--- config.mk ---
export PLATFORM = sky130hd
export DESIGN_NAME = obstacle_spawner
export DESIGN_NICKNAME = d
export VERILOG_FILES = /design/src/rtl/obstacle_spawner_pkg.sv /design/src/rtl/obstacle_spawner_lfsr16.sv /design/src/rtl/obstacle_spawner.sv
export SDC_FILE = /design/constraint.sdc
export NUM_CORES = 1
export LEC_CHECK = 0
export ABC_AREA = 1
export CORE_MARGIN = 2
export CORE_UTILIZATION = 48
export DETAILED_ROUTE_END_ITERATION = 10
export DONT_BUFFER_PORTS = 1
export PLACE_DENSITY = 0.75
export SYNTH_ARGS = -nofsm -noshare
export SYNTH_HDL_FRONTEND = slang
export SYNTH_HIERARCHICAL = 1
export SYNTH_SLANG_ARGS = --single-unit
--- constraint.sdc ---
create_clock -name clock -period 4.44 [get_ports clock]
set_input_delay 0.444 -clock clock [delete_from_list [all_inputs] [get_ports clock]]
set_output_delay 0.444 -clock clock [all_outputs]
set_load 0.005 [all_outputs]
--- src/rtl/obstacle_spawner_pkg.sv ---
// -----------------------------------------------------------------------------
// obstacle_spawner_pkg
// Shared game definitions: coordinate width, slot count, field geometry,
// scroll-speed tuning, shape codes, the parked-slot x value and the spawner
// state encoding. The collision stage uses the same COORD_W and packing.
// -----------------------------------------------------------------------------
package obstacle_spawner_pkg;

  localparam int COORD_W    = 11;
  localparam int NUM_SLOTS  = 5;
  localparam int SLOT_IDX_W = $clog2(NUM_SLOTS);

  localparam logic [COORD_W-1:0] SPAWN_X      = 11'd159;
  localparam logic [COORD_W-1:0] GROUND_Y     = 11'd89;
  localparam logic [COORD_W-1:0] BLOCK_SIZE   = 11'd10;
  localparam logic [COORD_W-1:0] RAISED_Y     = GROUND_Y - BLOCK_SIZE;
  localparam logic [COORD_W-1:0] MIN_GAP      = 11'd40;
  localparam logic [COORD_W-1:0] SPEED_INIT   = 11'd1;
  localparam logic [COORD_W-1:0] SPEED_MAX    = 11'd4;
  localparam logic [COORD_W-1:0] SPEEDUP_DIST = 11'd512;
  localparam logic [COORD_W-1:0] GAP_SAT      = 11'h7FF;
  localparam logic [COORD_W-1:0] PARK_X       = 11'h7FF;
  localparam logic [15:0]        LFSR_SEED    = 16'hACE1;

  localparam logic SHAPE_GROUND = 1'b0;
  localparam logic SHAPE_RAISED = 1'b1;

  typedef enum logic [1:0] {
    ST_IDLE,
    ST_RUN,
    ST_RETIRE,
    ST_SPAWN
  } state_e;

  // True once an obstacle's right edge has scrolled past the left screen edge:
  // its screen-relative x (11-bit wrap, read as signed) is at or below -BLOCK_SIZE.
  function automatic logic is_offscreen(input logic [COORD_W-1:0] x,
                                        input logic [COORD_W-1:0] scroll);
    logic [COORD_W-1:0] rel;
    rel = x - scroll;
    return $signed(rel) <= $signed(-BLOCK_SIZE);
  endfunction

endpackage

--- src/rtl/obstacle_spawner_lfsr16.sv ---
// -----------------------------------------------------------------------------
// lfsr16
// 16-bit Fibonacci LFSR, polynomial x^16 + x^14 + x^13 + x^11 + 1. Advances
// one position per cycle with step high; holds otherwise.
// Ports:
//   clock  in   system clock
//   reset  in   synchronous, active-high; loads SEED
//   step   in   advance one position
//   value  out  current register contents
// -----------------------------------------------------------------------------
module lfsr16 #(
  parameter logic [15:0] SEED = 16'hACE1
) (
  input  logic        clock,
  input  logic        reset,
  input  logic        step,
  output logic [15:0] value
);

  logic [15:0] value_q;
  logic [15:0] value_d;
  logic        feedback;

  always_comb begin
    feedback = value_q[15] ^ value_q[13] ^ value_q[12] ^ value_q[10];
    value_d  = value_q;
    if (step) begin
      value_d = {value_q[14:0], feedback};
    end
  end

  always_ff @(posedge clock) begin
    if (reset) begin
      value_q <= SEED;
    end else begin
      value_q <= value_d;
    end
  end

  assign value = value_q;

endmodule

--- src/rtl/obstacle_spawner.sv ---
// -----------------------------------------------------------------------------
// obstacle_spawner
// Scrolls and maintains the obstacle field: five world-coordinate slots,
// pseudo-random spawn spacing and height, retirement of slots that have left
// the screen, and a scroll speed that rises with distance travelled.
// Ports:
//   clock          in   system clock
//   reset          in   synchronous, active-high
//   enable         in   game running; low freezes the field
//   update_screen  in   one-cycle frame pulse
//   block_x_pos    out  slot i world x in bits [11i+10:11i] (PARK_X when empty)
//   block_y_pos    out  slot i bottom-left y, same packing (0 when empty)
//   block_valid    out  slot occupancy
//   curr_shape_id  out  shape code of the last spawn, zero-extended
//   move_counter   out  scroll step applied on each frame; 0 while idle
// -----------------------------------------------------------------------------
module obstacle_spawner
  import obstacle_spawner_pkg::*;
(
  input  logic                           clock,
  input  logic                           reset,
  input  logic                           enable,
  input  logic                           update_screen,
  output logic [NUM_SLOTS*COORD_W-1:0]   block_x_pos,
  output logic [NUM_SLOTS*COORD_W-1:0]   block_y_pos,
  output logic [NUM_SLOTS-1:0]           block_valid,
  output logic [COORD_W-1:0]             curr_shape_id,
  output logic [COORD_W-1:0]             move_counter
);

  state_e                              state_q, state_d;
  logic [COORD_W-1:0]                  scroll_q, scroll_d;
  logic [COORD_W-1:0]                  dist_q, dist_d;
  logic [COORD_W-1:0]                  speed_q, speed_d;
  logic [COORD_W-1:0]                  gap_cnt_q, gap_cnt_d;
  logic [COORD_W-1:0]                  gap_target_q, gap_target_d;
  logic [COORD_W-1:0]                  move_counter_q, move_counter_d;
  logic                                pending_q, pending_d;
  logic                                shape_q, shape_d;
  logic [NUM_SLOTS-1:0]                valid_q, valid_d;
  logic [NUM_SLOTS-1:0][COORD_W-1:0]   x_q, x_d;
  logic [NUM_SLOTS-1:0][COORD_W-1:0]   y_q, y_d;

  logic [15:0]                         lfsr_value;
  logic                                lfsr_step;
  logic                                unused_lfsr_bits;
  logic [COORD_W:0]                    gap_sum;
  logic                                free_found;
  logic [SLOT_IDX_W-1:0]               free_idx;

  lfsr16 #(
    .SEED (LFSR_SEED)
  ) u_lfsr (
    .clock (clock),
    .reset (reset),
    .step  (lfsr_step),
    .value (lfsr_value)
  );

  // Only bits [5:0] steer spawning; the rest just carry the sequence.
  assign unused_lfsr_bits = ^lfsr_value[15:6];

  // Lowest-index free slot; scanning downward lets the last hit win.
  always_comb begin
    free_found = 1'b0;
    free_idx   = '0;
    for (int i = NUM_SLOTS - 1; i >= 0; i--) begin
      if (!valid_q[i]) begin
        free_found = 1'b1;
        free_idx   = SLOT_IDX_W'(i);
      end
    end
  end

  assign gap_sum = {1'b0, gap_cnt_q} + {1'b0, speed_q};

  always_comb begin
    // NOTE: every signal written here gets a default first, so no path leaves
    // one unassigned and no latch is inferred.
    state_d      = state_q;
    scroll_d     = scroll_q;
    dist_d       = dist_q;
    speed_d      = speed_q;
    gap_cnt_d    = gap_cnt_q;
    gap_target_d = gap_target_q;
    pending_d    = pending_q;
    shape_d      = shape_q;
    valid_d      = valid_q;
    x_d          = x_q;
    y_d          = y_q;
    lfsr_step    = 1'b0;

    unique case (state_q)
      ST_IDLE: begin
        if (enable) begin
          state_d = ST_RUN;
        end
      end

      ST_RUN: begin
        if (!enable) begin
          state_d = ST_IDLE;
        end else if (update_screen || pending_q) begin
          // The step applied here is the move_counter value on the port now.
          scroll_d  = scroll_q + speed_q;
          dist_d    = dist_q + speed_q;
          gap_cnt_d = gap_sum[COORD_W] ? GAP_SAT : gap_sum[COORD_W-1:0];
          pending_d = 1'b0;
          state_d   = ST_RETIRE;
        end
      end

      ST_RETIRE: begin
        if (update_screen) begin
          pending_d = 1'b1;
        end
        for (int i = 0; i < NUM_SLOTS; i++) begin
          if (valid_q[i] && is_offscreen(x_q[i], scroll_q)) begin
            valid_d[i] = 1'b0;
            x_d[i]     = PARK_X;
            y_d[i]     = '0;
          end
        end
        // Speed moves one edge after the frame that crossed the threshold, so
        // downstream never sees a step different from the one applied.
        if (dist_q >= SPEEDUP_DIST) begin
          dist_d = dist_q - SPEEDUP_DIST;
          if (speed_q < SPEED_MAX) begin
            speed_d = speed_q + 11'd1;
          end
        end
        state_d = ST_SPAWN;
      end

      ST_SPAWN: begin
        if (update_screen) begin
          pending_d = 1'b1;
        end
        // valid_q already reflects this frame's retirements.
        if (gap_cnt_q >= gap_target_q && free_found) begin
          valid_d[free_idx] = 1'b1;
          x_d[free_idx]     = scroll_q + SPAWN_X;
          y_d[free_idx]     = lfsr_value[0] ? RAISED_Y : GROUND_Y;
          shape_d           = lfsr_value[0] ? SHAPE_RAISED : SHAPE_GROUND;
          gap_cnt_d         = '0;
          gap_target_d      = MIN_GAP + COORD_W'(lfsr_value[5:1]);
          lfsr_step         = 1'b1;
        end
        state_d = ST_RUN;
      end

      default: state_d = ST_IDLE;
    endcase

    move_counter_d = (state_d == ST_IDLE) ? '0 : speed_d;
  end

  always_ff @(posedge clock) begin
    // NOTE: the slot registers are reset along with the control state because
    // their values drive the outputs directly and must park on reset.
    if (reset) begin
      state_q        <= ST_IDLE;
      scroll_q       <= '0;
      dist_q         <= '0;
      speed_q        <= SPEED_INIT;
      gap_cnt_q      <= GAP_SAT;
      gap_target_q   <= MIN_GAP;
      pending_q      <= 1'b0;
      shape_q        <= SHAPE_GROUND;
      move_counter_q <= '0;
      valid_q        <= '0;
      x_q            <= {NUM_SLOTS{PARK_X}};
      y_q            <= '0;
    end else begin
      // NOTE: state updates use non-blocking assignments so every flop samples
      // the values from before this edge.
      state_q        <= state_d;
      scroll_q       <= scroll_d;
      dist_q         <= dist_d;
      speed_q        <= speed_d;
      gap_cnt_q      <= gap_cnt_d;
      gap_target_q   <= gap_target_d;
      pending_q      <= pending_d;
      shape_q        <= shape_d;
      move_counter_q <= move_counter_d;
      valid_q        <= valid_d;
      x_q            <= x_d;
      y_q            <= y_d;
    end
  end

  assign block_x_pos   = x_q;
  assign block_y_pos   = y_q;
  assign block_valid   = valid_q;
  assign curr_shape_id = {{(COORD_W-1){1'b0}}, shape_q};
  assign move_counter  = move_counter_q;

endmodule

==> metrics.md <==
| Metric | Value |
|---|---|
| Fraction of synthesized area in multiplexers | `0%` |
| Worst-Margin Slew | `0.840 ns` |
| Port bufs | `0` |
| Area growth, synth to finish | `4.26%` |
| Pre-CTS setup slack | `1.24 ns` |
| Max-cap violation count | `0` |
| Crit-path slowest cell | `dfxtp_1` |
| CP max FO | `8` |
| TritonCTS clock tree | `yes` |
| Tcrit/Tclk final | `74.1%` |
| Die area | `23300 sq um` |
| Cts hold-fix bufs | `0` |
| Grt ovf | `0` |
| Rows | `54` |
| Antenna violations before repair | `0` |
| Final worst slack | `1.15 ns` |
| Crit. End Element | `register` |
| Layout cells sized above 1 | `6.75%` |
| Final GP Congestion | `0.931` |
| Tmin final | `3.29 ns` |
| Drt first pass iters | `7` |
| Post-DP HPWL | `21.2 mm` |
| Data required time of the worst path | `4.82 ns` |
| Chip Height | `153 microns` |
| Synthesized-area fraction occupied by adder cells | `12.4%` |
| Seq cells post-synth | `157` |
| Main combinational cell family by area after synthesis | `simple AND/OR/NAND/NOR gates` |
| Initial core utilization | `48.7%` |
| Clock Skews | `0.00899 ns` |
| Reg2reg start | `scroll_q[1]$_SDFFE_PP0P_` |
| DRT Wirelength | `29.0 mm` |
| Hold_sp | `reset` |
| Via count | `9628` |
| Slowest cell delay on critical path | `around 0.76 ns` |
| First-pass GRT wire length | `45.9 mm` |
| Worst EP arrival | `3.67 ns` |
| Num CTS Buffers | `17` |
| Post-route DRC | `0` |
| Post-cts resize count | `0` |
| Static Leak | `approximately 5.1 nW` |
| Setup TNS | `0 ns` |
| EDFF count, synth | `0` |
| Unrepaired setup endpoints after global routing | `false` |
| Post-synth ARST share | `0%` |
| Final nets | `1573` |
| Final setup vio count | `0` |
| Syn_area_per_cell | `7.04 sq um` |
| Clk buf depth | `2` |
| CP Buf/Inv Count | `1` |
| WL/cell | `16.5 microns` |
| XOR/XNOR share of the synthesized area | `about 3.1%` |
| Clk pin slew, worst setup/hold paths | `~0.07 ns` |
| Synth warn | `6` |
| Final Hold Vio Count | `0` |
| Later-pin clock latency in the skew report | `0.44 ns` |
| 1st-iter DRT viols | `964` |
| Worst VDD drop | `approximately 0.24 mV` |
| Worst slew margin | `a little over two fifths` |
| Mapped cell area | `10600 sq um` |
| Hold Path Class | `input port to register` |
| Power Dens Cells | `309 nW/um^2` |
| Number of global-route vias before repair | `roughly 9000` |
| GRT Resource Usage Total | `between 20% and 30%` |
| Crit. Startpoint | `scroll_q[1]$_SDFFE_PP0P_` |
| Setup Fix Bufs, Post-CTS | `0` |
| R2R Setup Slk | `1.15 ns` |
| Achievable Freq | `304 MHz` |
| Setup crit start kind | `register` |
| Core area | `~22000 sq um` |
| Root Driver | `clkbuf_16` |
| Complex-gate fraction of the synthesized area | `13.3%` |
| Post-Syn Instances | `1505` |
| Synth cell types | `52` |
| Critical Path, Cell by Cell | `inv_1 -> ha_1 -> nand2_1 -> nor2_1 -> nand2_1 -> nand2_1 -> o21ai_0 -> nand3_1 -> xor2_1 -> nand2_1 -> nand2_1 -> nand2_1 -> nand3_1` |
| Clock sink count | `157` |
| Seq/Total Area, Yosys | `roughly 30%` |
| Die W | `153 microns` |
| Via/cell ratio | `5.46` |
| H-tree depth | `4` |
| Crit Path Class | `register to register` |
| Pin count of the biggest net entering global routing | `48` |
| ANT cells | `0` |
| Total I/O pin count | `around 140` |
| Most used cell, CP | `nand2_1` |
| Largest delay contributor family on the critical path | `simple AND/OR/NAND/NOR gates` |
| Synth Area in Simple Gates | `29.1%` |
| Slew Viols, Final | `0` |
| Outcome | `finished clean` |
| Most used DFF post-synth | `dfxtp_1` |
| Residual antenna-violating net count after detailed routing | `0` |
## final timing paths
kind,to,cells past startpoint
worst max-delay path,block_x_pos[21]$_SDFFE_PP1P_,13
worst min-delay path,block_y_pos[17]$_SDFFE_PP0P_,1
worst min register to register,u_lfsr/value[7]$_SDFFE_PP1P_,2
worst max register to register,block_x_pos[21]$_SDFFE_PP1P_,13
## layer usage
metal  part of all wire [%]  global-route usage [%]
met1                     43                    31.3
met2                     46                    39.6
met3                    7.7                    5.63
met4                    3.4                    9.52
met5                      0                       0
## through the flow
stage / area (sq um) / std cells / util, % / power [mW] / hold WS, ns
after floorplan: 10700 / 1539 / - / 1.89 / 0.427
after global placement: 10500 / 1730 / 48.1 / 1.97 / 0.442
after detailed placement: 10500 / 1730 / 48.1 / 1.98 / 0.445
after CTS: 11100 / 1762 / 50.8 / 3.42 / 0.0634
after global routing: 11100 / 1762 / 50.8 / 3.55 / 0.0578
final: 11100 / 1762 / 50.8 / 3.41 / 0.0719
## cell usage after synthesis (5+ instances only)
master    count  share of area [%]
fa_1          8                1.5
nand4_1      18                1.1
nand3b_1      9               0.64
o21ai_1       8               0.38
ha_1         92                 11
inv_2        11               0.39
xnor2_1      16                1.3
dfxtp_1     157                 30
a21oi_1     116                5.5
nand3_1     143                6.8
nor2_1      113                4.0
o21a_1        5               0.35
o21ai_0      73                3.4
nor3_1       12               0.57
buf_2        12               0.57
inv_1       163                5.8
clkbuf_1     17               0.60
xor2_1       22                1.8
buf_6         7               0.74
o21bai_1      6               0.42
o211ai_1     16                1.1
buf_4        56                4.0
nand2_2       6               0.35
nand2_1     350                 12
a21oi_2      11               0.91
nand3_2      14                1.3
## flip-flops by register name (all words and copies together), names as in the netlist
name / count
block_valid: 5
block_x_pos: 55
block_y_pos: 15
dist_q: 11
gap_cnt_q: 11
gap_target_q: 7
move_counter: 11
pending_q: 1
scroll_q: 11
shape_q: 1
speed_q: 11
state_q: 2
u_lfsr/value: 16
## cells in the final DEF, fill, tap and decap left out, types with 8 or more instances in the layout
cell and count:
nand3b_1 9, nand3_2 14, nand2_1 350, a21oi_2 11, o21ai_0 73, dfxtp_1 157, nand3_1 143, nor2_1 113
fa_1 8, xor2_1 22, xnor2_1 16, o211ai_1 16, ha_1 92, nor3_1 12, conb_1 35, clkbuf_16 17
a21oi_1 116, nand4_1 18, o21ai_1 8, inv_1 163, inv_2 11
## cell families after synthesis
group | Yosys count
compound gates | 251
xor+xnor | 38
fa+ha+maj | 100
buf+inv | 270
flops | 157
other cells | 1
simple gates | 688
## cell type report
class                      count  area [sq um]
clock inverter                15           156
sequential                   157          3140
fill                        2130         10700
clock buffer                  17           425
timing repair buffer           4          30.0
tap                          280           350
inverter                     177           671
multi-input combinational   1112          6280
## power breakdown
group	switching [mW]	internal (mW)	leakage, nW
clock network	0.669	0.791	0.274
registers	0.0387	1.44	1.27
logic	0.313	0.164	3.56
No activity file was read; power rests on OpenSTA's default activity.
